===== config.mk =====
export PLATFORM = sky130hd
export DESIGN_NAME = int_ctrl
export DESIGN_NICKNAME = d
export VERILOG_FILES = /design/src/rtl/int_ctrl_prio_enc4.sv /design/src/rtl/int_ctrl.sv
export SDC_FILE = /design/constraint.sdc
export NUM_CORES = 1
export LEC_CHECK = 0
export ABC_AREA = 1
export BUFFER_PORTS_ARGS = -buffer_cell sky130_fd_sc_hd__buf_2
export CELL_PAD_IN_SITES_DETAIL_PLACEMENT = 1
export CELL_PAD_IN_SITES_GLOBAL_PLACEMENT = 2
export CORE_MARGIN = 4
export CORE_UTILIZATION = 32
export DETAILED_ROUTE_END_ITERATION = 16
export GPL_TIMING_DRIVEN = 0
export PLACE_DENSITY_LB_ADDON = 0.1
export SLEW_MARGIN = 20
export SYNTH_ARGS = -nofsm -noshare
export SYNTH_HDL_FRONTEND = slang
export SYNTH_HIERARCHICAL = 1
export SYNTH_SLANG_ARGS = --single-unit

===== constraint.sdc =====
create_clock -name clk -period 3.55 [get_ports clk]
set_clock_uncertainty 0.1 [all_clocks]
set_input_delay 0.71 -clock clk [delete_from_list [all_inputs] [get_ports clk]]
set_output_delay 0.71 -clock clk [all_outputs]
set_load 0.02 [all_outputs]

===== src/rtl/int_ctrl_prio_enc4.sv =====
// 4-bit fixed-priority encoder: the lowest set index wins (line 1 is highest priority).
module prio_enc4 (
   input  logic [3:0] req_i,
   output logic       valid_o,
   output logic [1:0] idx_o
);

   // Combinational priority scan from bit 0 upward.
   always_comb begin
      valid_o = 1'b1;
      idx_o   = 2'd0;
      if (req_i[0]) begin
         idx_o = 2'd0;
      end else if (req_i[1]) begin
         idx_o = 2'd1;
      end else if (req_i[2]) begin
         idx_o = 2'd2;
      end else if (req_i[3]) begin
         idx_o = 2'd3;
      end else begin
         valid_o = 1'b0;
      end
   end

endmodule


===== src/rtl/int_ctrl.sv =====
// Four-line interrupt controller: edge-detected pending latches, mask/gie gating,
// fixed-priority acceptance, and a one-cycle acknowledge followed by service until reti.
module int_ctrl (
   input  logic       clk,
   input  logic       reset,
   input  logic [3:0] irq,
   input  logic       cfg_we,
   input  logic [4:0] cfg_in,
   input  logic       reti,
   output logic       ie1,
   output logic       ie2,
   output logic       ie3,
   output logic       ie4,
   output logic       in_service,
   output logic [1:0] active_id,
   output logic [3:0] pending,
   output logic [4:0] cfg_out
);

   localparam int unsigned NIRQ = 4;

   localparam logic [1:0] StIdle    = 2'd0;
   localparam logic [1:0] StAck     = 2'd1;
   localparam logic [1:0] StService = 2'd2;

   logic [1:0]      state_q, state_d;
   logic [NIRQ-1:0] irq_q;
   logic [NIRQ-1:0] irq_prev_q, irq_prev_d;
   logic            hist_vld_q;
   logic [NIRQ-1:0] pend_q, pend_d;
   logic [NIRQ-1:0] pend_set, pend_clr;
   logic [4:0]      cfg_q, cfg_d;
   logic [NIRQ-1:0] ie_q, ie_d;
   logic [1:0]      id_q, id_d;

   logic            gie;
   logic [NIRQ-1:0] mask;
   logic [NIRQ-1:0] eligible;
   logic            win_vld;
   logic [1:0]      win_idx;

   assign gie      = cfg_q[4];
   assign mask     = cfg_q[3:0];
   assign eligible = pend_q & mask;

   prio_enc4 u_prio (
      .req_i   (eligible),
      .valid_o (win_vld),
      .idx_o   (win_idx)
   );

   // On the first clocked sample after reset both history stages load the live irq,
   // so a line already high at reset release never looks like a rising edge.
   assign irq_prev_d = hist_vld_q ? irq_q : irq;
   assign pend_set   = irq_q & ~irq_prev_q;

   // irq sampling history, two stages deep.
   always_ff @(posedge clk or posedge reset) begin
      if (reset) begin
         irq_q      <= '0;
         irq_prev_q <= '0;
         hist_vld_q <= 1'b0;
      end else begin
         irq_q      <= irq;
         irq_prev_q <= irq_prev_d;
         hist_vld_q <= 1'b1;
      end
   end

   // Next-state: acceptance, acknowledge pulse, service and return.
   always_comb begin
      state_d  = state_q;
      ie_d     = '0;
      id_d     = id_q;
      pend_clr = '0;
      case (state_q)
         StIdle: begin
            if (gie && win_vld) begin
               state_d  = StAck;
               id_d     = win_idx;
               ie_d     = NIRQ'(1) << win_idx;
               pend_clr = NIRQ'(1) << win_idx;
            end
         end
         StAck: begin
            state_d = StService;
         end
         StService: begin
            if (reti) begin
               state_d = StIdle;
            end
         end
         default: begin
            state_d = StIdle;
         end
      endcase
   end

   // A new edge arriving on the bit being accepted keeps it pending.
   assign pend_d = (pend_q & ~pend_clr) | pend_set;
   assign cfg_d  = cfg_we ? cfg_in : cfg_q;

   // Controller state registers; ie pulses come straight from flops.
   always_ff @(posedge clk or posedge reset) begin
      if (reset) begin
         state_q <= StIdle;
         pend_q  <= '0;
         cfg_q   <= '0;
         ie_q    <= '0;
         id_q    <= '0;
      end else begin
         state_q <= state_d;
         pend_q  <= pend_d;
         cfg_q   <= cfg_d;
         ie_q    <= ie_d;
         id_q    <= id_d;
      end
   end

   assign ie1        = ie_q[0];
   assign ie2        = ie_q[1];
   assign ie3        = ie_q[2];
   assign ie4        = ie_q[3];
   assign in_service = (state_q == StService);
   assign active_id  = id_q;
   assign pending    = pend_q;
   assign cfg_out    = cfg_q;

endmodule


==> flow_summary.toml, run 1 <==
[synthesis]
synth-simple-area-share = 0.153
yosys_register_bits = 26
synth.net_count = 111
syn_avg_cell_area_sq_um = 10.4
synthCells = 98
ys_top_cells_by_area = "sky130_fd_sc_hd__dfrtp_1 64%, sky130_fd_sc_hd__nand2_1 8.8%, sky130_fd_sc_hd__inv_1 7.0%"
yosysSeqAreaShare = 0.636
netlist_area_sq_mm = 0.00102
synth_xor_xnor_area_share = 0
synth_top_area_share = 0.636
synth_compound_gate_area_share = 0.0306
yosysUniqueCellTypes = 16
yosys.area_share.adder = 0
synthDominantAreaCellType = "sky130_fd_sc_hd__dfrtp_1"
synth.mux.area_fraction = 0.0991
synth_warnings = 6
largest_family_of_logic_cells_by_synthesized_area = "simple AND/OR/NAND/NOR gates"

[setup_path]
regToRegEndpoint = "pending[2]$_DFF_PP0_"
timing.critical_path.arrival_ns = 1.11
crit_path_start = "state_q[0]$_DFFE_PP0P_"
crit_path_cell_trace = "nor2_2 -> buf_2"
critical-path-max-stage-delay_ns = 0.46
cp_num_buf_inv = 1
reg2reg_setup_slack_ns = 1.99
start_kind = "register"
timing.setup.critical_path_class = "reg2out"
path_depth = 2
critPathCaptureType = "primary output"
worstPathRequired_ns = 2.74
worst_path_max_delay_cell = "sky130_fd_sc_hd__dfrtp_1"
critical_path_peak_fanout = 3
timing.reg2reg.worst_path_depth = 8
critical-path-top-delay-family = "flip-flops"
regToRegStartpoint = "pending[0]$_DFF_PP0_"

[clock_network]
numClockSinks = 26
clockBufferDepth = 2
ctsRootBufferMaster = "sky130_fd_sc_hd__clkbuf_4"
cts_tree = "built"
clk_transition_reported_paths_ns = 0.13
ctsResizeCount = 0
cts_made_buffers = 3
h_tree_depth_reported_by_cts = 1
clk_latency_ns = 0.31
cts.hold.buffers_added = 0
cts_post_setup_buffers_inserted = 0

[route]
post_drt_via_cell_ratio = 4.06
antenna_left = 0
dr.pass1.iters = 2
route.vias.total = 702
totalWireLength_mm = 1.81
route.detailed.drc = 0
wire_per_inst_microns = 10.4
drt_iter0_markers = 19

[timing]
report.final.setup_viol = 0
tightestPinTransition_ns = 0.890
maxClockFrequency_mhz = 521
final_max_slew_viol_count = 0
fin_crit_sh = 0.540
grt_setup_unrepaired = "no"
hold_violations = 0
totalNegativeSetupSlack_ns = 0
max-slew-margin-rel = 0.403
timing.final.crit_period_ns = 1.92

[floorplan]
die_height_microns = 64.5
initial_core_utilization = 0.335
die-area_sq_mm = 0.00416
design.core.area_sq_mm = 0.00305
io_pins = 29
num_rows = 20
floorplan.die.width_microns = 64.5

[pwr]
peakVddDrop_v = 0.000191
share_of_total_power_in_combinational_logic = 0.347
power.clock.fraction = 0.153
p_leak_nw = 0.696
fin_total_pwr_mw = 0.783
switchingPower_mw = 0.298
power_report.internal_total_mw = 0.485
p_sw_frac = 0.380
share_seq_of_total_power = 0.500
cellPowerDensity_mw_per_mm2 = 631

[layout]
layout.filler_cells = 376
drive_above_1_share = 0.333
antennaDiodeCount = 0
num-nets-final = 144
synthToLayoutAreaGrowth_pct = 21.3

[global_route]
groute.usage.overall = 0.0974
grt-ovfl-total = 0
antenna_violations_before_repair = 0
via_count_of_the_first_global_routing_pass = 723
grt_pass1_wl_mm = 3.11
pin_count_of_the_biggest_net_entering_global_routing = 27

[placement]
count_of_input_and_output_buffers = 28
gp_congestion = 0.659
detailed_place_hpwl_mm = 1.46

[hold_path]
hold_crit_class = "in2async"

[run]
maxCapViolCount = 0

[run_status]
result_of_the_run = "finished, final reports clean"
==> cells by family (layout without fill, tap and decap cells) <==
family,count (synthesis),count (layout)
and+or+nand+nor,37,37
DFF,26,26
buffers and inverters,21,52
muxes,9,9
AOI/OAI and AO/OA,4,4
other,1,1
==> Yosys cell counts <==
master and instances:
sky130_fd_sc_hd__inv_2 2, sky130_fd_sc_hd__inv_1 19, sky130_fd_sc_hd__nor2_4 1, sky130_fd_sc_hd__nor2_1 6, sky130_fd_sc_hd__nor3_1 1, sky130_fd_sc_hd__a21oi_2 1, sky130_fd_sc_hd__o21ai_1 1, sky130_fd_sc_hd__mux2_2 4
sky130_fd_sc_hd__nor2_2 1, sky130_fd_sc_hd__nand3_1 3, sky130_fd_sc_hd__dfrtp_1 26, sky130_fd_sc_hd__o21ai_2 2, sky130_fd_sc_hd__conb_1 1, sky130_fd_sc_hd__nand2_1 24, sky130_fd_sc_hd__nand2_2 1, sky130_fd_sc_hd__mux2_1 5
==> worst max path at each step <==
stage | end | slack, ns
after floorplan | in_service | 2.07
after global placement | cfg_out[0]$_DFFE_PP0P_ | 1.84
after detailed placement | cfg_out[2]$_DFFE_PP0P_ | 1.83
after CTS | in_service | 1.61
after global routing | in_service | 1.55
final | in_service | 1.63
==> cells in the final DEF (no fill, tap or decap), types with 2 or more instances in the layout <==
cell type                  synthesis  final
sky130_fd_sc_hd__inv_2             2      2
sky130_fd_sc_hd__nor2_1            6      6
sky130_fd_sc_hd__inv_1            19     18
sky130_fd_sc_hd__o21ai_2           2      2
sky130_fd_sc_hd__clkbuf_4          0      3
sky130_fd_sc_hd__dfrtp_1          26     26
sky130_fd_sc_hd__mux2_1            5      5
sky130_fd_sc_hd__buf_2             0     28
sky130_fd_sc_hd__nand3_1           3      3
sky130_fd_sc_hd__mux2_2            4      4
sky130_fd_sc_hd__nand2_1          24     24
==> power by group through the flow <==
| stage | combinational [mW] | sequential [mW] | clock (mW) |
|---|---|---|---|
| after CTS | 0.278 | 0.394 | 0.128 |
| after detailed placement | 0.278 | 0.400 | 0 |
| after floorplan | 0.140 | 0.446 | 0 |
| final | 0.272 | 0.392 | 0.120 |
| after global placement | 0.272 | 0.398 | 0 |
| after global routing | 0.304 | 0.401 | 0.140 |
==> per-layer routing <==
metal / vias to the layer above / routed length (microns) / global-route usage
li1: 354 / - / -
met1: 332 / 788 / 0.113
met2: 14 / 911 / 0.168
met3: 2 / 89 / 0.0243
met4: 0 / 18 / 0.0475
met5: - / 0 / 0
==> flip-flops by register name, indices dropped and copies added (netlist names) <==
register,flops
ie_q,4
cfg_out,5
irq_prev_q,4
state_q,2
hist_vld_q,1
pending,4
active_id,2
irq_q,4
==> worst reg2reg max path, delay by kind of cell (launching register included) <==
family	cells	cell delay [ns]
AND/OR/NAND/NOR	6	0.76
flip-flops	1	0.43
buffers and inverters	2	0.17
==> per-stage QoR <==
step | instances | utilization | hold slack [ns] | worst slack (ns) | cell area (sq um)
floorplan | 98 | - | 0.343 | 2.07 | 1020
global placement | 170 | 0.399 | 0.358 | 1.84 | 1220
detailed placement | 170 | 0.399 | 0.362 | 1.83 | 1220
CTS | 173 | 0.406 | 0.392 | 1.61 | 1240
global route | 173 | 0.406 | 0.384 | 1.55 | 1240
finish | 173 | 0.406 | 0.360 | 1.63 | 1240
==> area by class of cell <==
cell class / count / area (sq um) / area share
flip-flops and latches: 26 / 651 / 0.525
multi-input cells: 51 / 293 / 0.236
repair buffers: 28 / 140 / 0.113
inverters: 21 / 78.8 / 0.0636
well taps: 44 / 55.1 / 0.0444
clock buffers: 3 / 22.5 / 0.0182
Note: power is estimated with default switching activity, not from simulation.
==> run 2: changes to the inputs <==
- CORE_UTILIZATION: 32 -> 27
- clock period: 3.55 -> 1.7 ns (I/O delays scaled with it)
==> run 2 against run 1 <==
  * Register-to-register slack worse by 1.7 ns
  * Non-clock buffer count stayed put
  * Sequential power is 110% higher
  * Design area is 2.3% higher
  * Largest cell class unchanged
  * Critical endpoint unchanged
==> flow_summary.toml, run 2 (synthesized netlist as in run 1, its figures left out) <==
[pwr]
p_leak_nw = 0.707
peakVddDrop_v = 0.000450
share_seq_of_total_power = 0.471
power.clock.fraction = 0.195
power_report.internal_total_mw = 1.09
switchingPower_mw = 0.639
share_of_total_power_in_combinational_logic = 0.335
p_sw_frac = 0.369
fin_total_pwr_mw = 1.73
cellPowerDensity_mw_per_mm2 = 1360

[layout]
largest_reg_flops = 5
num-nets-final = 144
final_cell_mix = "28 x sky130_fd_sc_hd__buf_2, 26 x sky130_fd_sc_hd__dfrtp_1, 24 x sky130_fd_sc_hd__nand2_1, 18 x sky130_fd_sc_hd__inv_1, 6 x sky130_fd_sc_hd__nor2_1"
synthToLayoutAreaGrowth_pct = 24.1
mostFrequentLayoutCell = "sky130_fd_sc_hd__buf_2"
antennaDiodeCount = 0
drive_above_1_share = 0.349

[route]
drt_iter0_markers = 31
post_drt_via_cell_ratio = 4.07
route.vias.total = 721
antenna_left = 0
route.detailed.drc = 0
wire_per_inst_microns = 11.2
totalWireLength_mm = 1.98
dr.pass1.iters = 4

[timing]
tightestPinTransition_ns = 0.550
hold_violations = 0
grt_setup_unrepaired = "no"
max-slew-margin-rel = 0.633
report.final.setup_viol = 0
fin_crit_sh = 0.873
totalNegativeSetupSlack_ns = 0
final_max_slew_viol_count = 0
timing.final.crit_period_ns = 1.48
maxClockFrequency_mhz = 674

[placement]
count_of_input_and_output_buffers = 28
gp_congestion = 0.676
detailed_place_hpwl_mm = 1.55

[global_route]
groute.usage.overall = 0.0961
grt_pass1_wl_mm = 3.66
pin_count_of_the_biggest_net_entering_global_routing = 27
grt-ovfl-total = 0
via_count_of_the_first_global_routing_pass = 816
antenna_violations_before_repair = 0

[floorplan]
initial_core_utilization = 0.279
io_pins = 29
die-area_sq_mm = 0.00483
die_height_microns = 69.5
floorplan.die.width_microns = 69.5
num_rows = 22
design.core.area_sq_mm = 0.00366

[clock_network]
clk_latency_ns = 0.26
h_tree_depth_reported_by_cts = 1
cts_made_buffers = 3
numClockSinks = 26
cts_tree = "built"
clk_transition_reported_paths_ns = 0.08
clockBufferDepth = 2
ctsRootBufferMaster = "sky130_fd_sc_hd__clkbuf_8"
cts_post_setup_buffers_inserted = 0

[setup_path]
timing.setup.critical_path_class = "reg2out"
critPathCaptureType = "primary output"
start_kind = "register"
critical-path-top-delay-family = "flip-flops"
cp_num_buf_inv = 2
crit_path_cell_trace = "inv_1 -> nor2_2 -> buf_2"
critical-path-max-stage-delay_ns = 0.40
timing.critical_path.arrival_ns = 1.04
worstPathRequired_ns = 1.26
critical_path_peak_fanout = 2
worst_path_max_delay_cell = "sky130_fd_sc_hd__dfrtp_1"

[run]
maxCapViolCount = 0

[run_status]
result_of_the_run = "finished, final reports clean"

[hold_path]
hold_crit_class = "in2async"
run 2: cell types whose count changed in the layout (fill, tap and decap cells not counted), sizes merged:
cell and change:
clkinv -1, inv +1
run 2: layout make-up:
class                   count  area [sq um]
flip-flops and latches     26           651
clock buffers               3          41.3
inverters                  21          78.8
well taps                  48          60.1
multi-input cells          51           298
repair buffers             28           140
fillers                   440          2390
run 2: repair_timing:
item / 4_1_cts / 5_1_grt
gates resized for setup: 0 / 1
setup endpoints to repair: 0 / 1
hold buffers: 0 / 0
run 2: power by group through the flow:
stage,sequential (mW),combinational [mW],clock (mW)
4_1_cts,0.818,0.588,0.366
3_3_place_gp,0.824,0.578,0
6_report,0.815,0.580,0.337
3_5_place_dp,0.830,0.587,0
2_1_floorplan,0.932,0.293,0
5_1_grt,0.833,0.670,0.392
run 2: per-stage QoR:
step	cell area, sq um	setup WS [ns]	std cells	hold slack, ns	util
5_1_grt	1270	0.0430	177	0.0560	0.347
3_5_place_dp	1220	0.121	174	0.364	0.334
6_report	1270	0.217	177	0.0132	0.347
3_3_place_gp	1220	0.142	174	0.359	0.334
4_1_cts	1260	0.102	177	0.0760	0.345
2_1_floorplan	1020	0.223	98	0.271	-
run 2: routing by layer:
metal  vias to the layer above  share of wire  global-route usage
li1                        353              -                   -
met1                       345           0.42               0.110
met2                        18           0.50               0.162
met3                         5          0.053              0.0261
met4                         0          0.024              0.0521
met5                         -              0                   0
run 2: final timing paths:
path / from / to / slack, ns / cells past startpoint
setup / recovery: state_q[1]$_DFFE_PP0P_ / in_service / 0.22 / 3
hold / removal: reset / active_id[1]$_DFFE_PP0P_ / 0.01 / 2
setup reg to reg: cfg_out[0]$_DFFE_PP0P_ / pending[2]$_DFF_PP0_ / 0.25 / 8
hold reg to reg: irq_q[3]$_DFF_PP0_ / pending[3]$_DFF_PP0_ / 0.38 / 2
max in group asynchronous: reset / irq_q[2]$_DFF_PP0_ / 1.12 / 2
min in group clk: irq[0] / irq_q[0]$_DFF_PP0_ / 0.09 / 1
==> run 3: changes to the inputs <==
- CELL_PAD_IN_SITES_DETAIL_PLACEMENT: 1 -> 0
- CELL_PAD_IN_SITES_GLOBAL_PLACEMENT: 2 -> 1
- CORE_UTILIZATION: 27 -> 34
- CTS_CLUSTER_SIZE: default -> 10
- PLACE_DENSITY: default -> 0.74
- PLACE_DENSITY_LB_ADDON: 0.1 -> default
==> run 3 against run 2 <==
  * Clock-buffer cell count grew 1
  * Sequential power barely moved
  * Sequential share of layout area up 1.3 points
  * Clock power decreased by 10%
  * Total power shrank 3.2%
  * Highest routed layer unchanged
  * Critical path depth stayed put
  * The flow now finishes with violations (hold timing)
  * Routed wire length decreased by 13%
  * Cell count fell by 9.0%
  * Sequential cell count unchanged
  * Combinational power shrank 3%
  * Global-route usage decreased by 0.14 points
==> flow_summary.toml, run 3 (synthesized netlist as in run 1, its figures left out) <==
[placement]
placed_cells = 157
post_placement_cell_area_sq_mm = 0.00120
count_of_input_and_output_buffers = 28
detailed_place_hpwl_mm = 1.37
gp_congestion = 0.739

[clock_network]
cts_post_setup_buffers_inserted = 0
clockBufferDepth = 2
h_tree_depth_reported_by_cts = 1
numClockSinks = 26
clk_latency_ns = 0.31
ctsRootBufferMaster = "sky130_fd_sc_hd__clkbuf_4"
cts_made_buffers = 3
cts.hold.buffers_added = 0
cts_tree = "built"
clk_transition_reported_paths_ns = 0.14
ctsResizeCount = 0

[setup_path]
timing.setup.critical_path_class = "reg2out"
worst_path_max_delay_cell = "sky130_fd_sc_hd__dfrtp_1"
crit_path_cell_trace = "inv_1 -> nor2_2 -> buf_2"
critical-path-max-stage-delay_ns = 0.42
timing.reg2reg.worst_path_depth = 8
critical_path_peak_fanout = 2
reg2reg_setup_slack_ns = 0.18
regToRegStartpoint = "cfg_out[0]$_DFFE_PP0P_"
regToRegEndpoint = "pending[2]$_DFF_PP0_"
critPathCaptureType = "primary output"
worstPathRequired_ns = 1.26
timing.critical_path.arrival_ns = 1.09
start_kind = "register"

[pwr]
share_seq_of_total_power = 0.485
cellPowerDensity_mw_per_mm2 = 1350
power.clock.fraction = 0.180
switchingPower_mw = 0.615
p_sw_frac = 0.367
share_of_total_power_in_combinational_logic = 0.335
power_report.internal_total_mw = 1.06
fin_total_pwr_mw = 1.68
p_leak_nw = 0.703
peakVddDrop_v = 0.000415

[floorplan]
num_rows = 19
initial_core_utilization = 0.364
design.core.area_sq_mm = 0.00281
floorplan.die.width_microns = 62.8
io_pins = 29
die-area_sq_mm = 0.00395
die_height_microns = 62.8

[timing]
hold_violations = 26
maxClockFrequency_mhz = 654
grt_setup_unrepaired = "no"
timing.final.crit_period_ns = 1.53
timing.hold.ws_ns = -0.0193
tightestPinTransition_ns = 0.889
max-slew-margin-rel = 0.404
fin_crit_sh = 0.900
report.final.setup_viol = 0
final_max_slew_viol_count = 0
totalNegativeSetupSlack_ns = 0

[global_route]
grt_pass1_wl_mm = 2.95
via_count_of_the_first_global_routing_pass = 696
antenna_violations_before_repair = 0
grt-ovfl-total = 0
pin_count_of_the_biggest_net_entering_global_routing = 27
groute.usage.overall = 0.0947

[layout]
synthToLayoutAreaGrowth_pct = 21.1
finish.cell_count_without_fillers = 161
final_cell_mix = "28 x sky130_fd_sc_hd__buf_2, 26 x sky130_fd_sc_hd__dfrtp_1, 24 x sky130_fd_sc_hd__nand2_1, 18 x sky130_fd_sc_hd__inv_1, 6 x sky130_fd_sc_hd__nor2_1"
layout.filler_cells = 280
largest_reg_flops = 5
antennaDiodeCount = 0
mostFrequentLayoutCell = "sky130_fd_sc_hd__buf_2"
num-nets-final = 144
drive_above_1_share = 0.338
layout.cell_area.non_filler_sq_mm = 0.00124

[route]
antenna_left = 0
wire_per_inst_microns = 10.6
route.detailed.drc = 0
totalWireLength_mm = 1.71
routed.top_layer = "met4"
drt_iter0_markers = 16
route.vias.total = 698
routed-wl-met2_microns = 828
met3RoutedLength_microns = 103
post_drt_via_cell_ratio = 4.34
drt-met1-wl_microns = 769
dr.pass1.iters = 3

[run]
maxCapViolCount = 0

[hold_path]
hold_crit_class = "in2async"

[run_status]
result_of_the_run = "complete, but fails checks"
violations = "hold timing"
-- run 3: changes by cell type in the layout (fill, tap and decap cells not counted) --
cell	delta
sky130_fd_sc_hd__clkinv_1	+1
sky130_fd_sc_hd__clkbuf_4	+3
sky130_fd_sc_hd__inv_2	-1
sky130_fd_sc_hd__clkbuf_8	-2
sky130_fd_sc_hd__nor3_2	-1
sky130_fd_sc_hd__nor3_1	+1
-- run 3: power by group through the flow --
| stage | registers [mW] | clock network (mW) | logic (mW) |
|---|---|---|---|
| after global placement | 0.821 | 0 | 0.565 |
| after detailed placement | 0.829 | 0 | 0.573 |
| after CTS | 0.816 | 0.324 | 0.575 |
| after global routing | 0.833 | 0.352 | 0.629 |
| final | 0.813 | 0.302 | 0.562 |
| after floorplan | 0.932 | 0 | 0.293 |
-- run 3: final cells by class --
class	instances	area, sq um	share of cell area
clock buffers	4	36.3	0.0293
inverters	21	78.8	0.0637
multi-input cells	51	293	0.237
flip-flops and latches	26	651	0.526
well taps	31	38.8	0.0313
repair buffers	28	140	0.113
-- run 3: worst max-delay path by stage --
| stage | end | start | slack [ns] |
|---|---|---|---|
| final | in_service | state_q[1]$_DFFE_PP0P_ | 0.17 |
| after global routing | pending[2]$_DFF_PP0_ | cfg_out[0]$_DFFE_PP0P_ | 0.02 |
| after CTS | in_service | state_q[1]$_DFFE_PP0P_ | 0.14 |
| after detailed placement | pending[2]$_DFF_PP0_ | cfg_out[0]$_DFFE_PP0P_ | 0.17 |
| after global placement | pending[2]$_DFF_PP0_ | cfg_out[0]$_DFFE_PP0P_ | 0.20 |
| after floorplan | pending[2]$_DFF_PP0_ | cfg_out[0]$_DFFE_PP0P_ | 0.22 |
-- run 3: worst max-delay path: cells and delay by family (launching register included) --
kind,cells,cell delay (ns)
flip-flops,1,0.42
buffers and inverters,2,0.26
AND/OR/NAND/NOR,1,0.11
-- run 3: metrics by stage --
stage / utilization / setup slack (ns) / hold WS, ns
final: 0.441 / 0.170 / -0.0193
after CTS: 0.441 / 0.136 / 0.0201
after floorplan: - / 0.223 / 0.271
after global routing: 0.441 / 0.0249 / 0.00196
after global placement: 0.428 / 0.202 / 0.356
after detailed placement: 0.428 / 0.174 / 0.362
-- run 3: routing by layer --
layer | vias to the layer above | GRT usage
met5 | - | 0
met4 | 0 | 0.0331
met3 | 2 | 0.0270
met2 | 18 | 0.160
met1 | 324 | 0.115
li1 | 354 | -
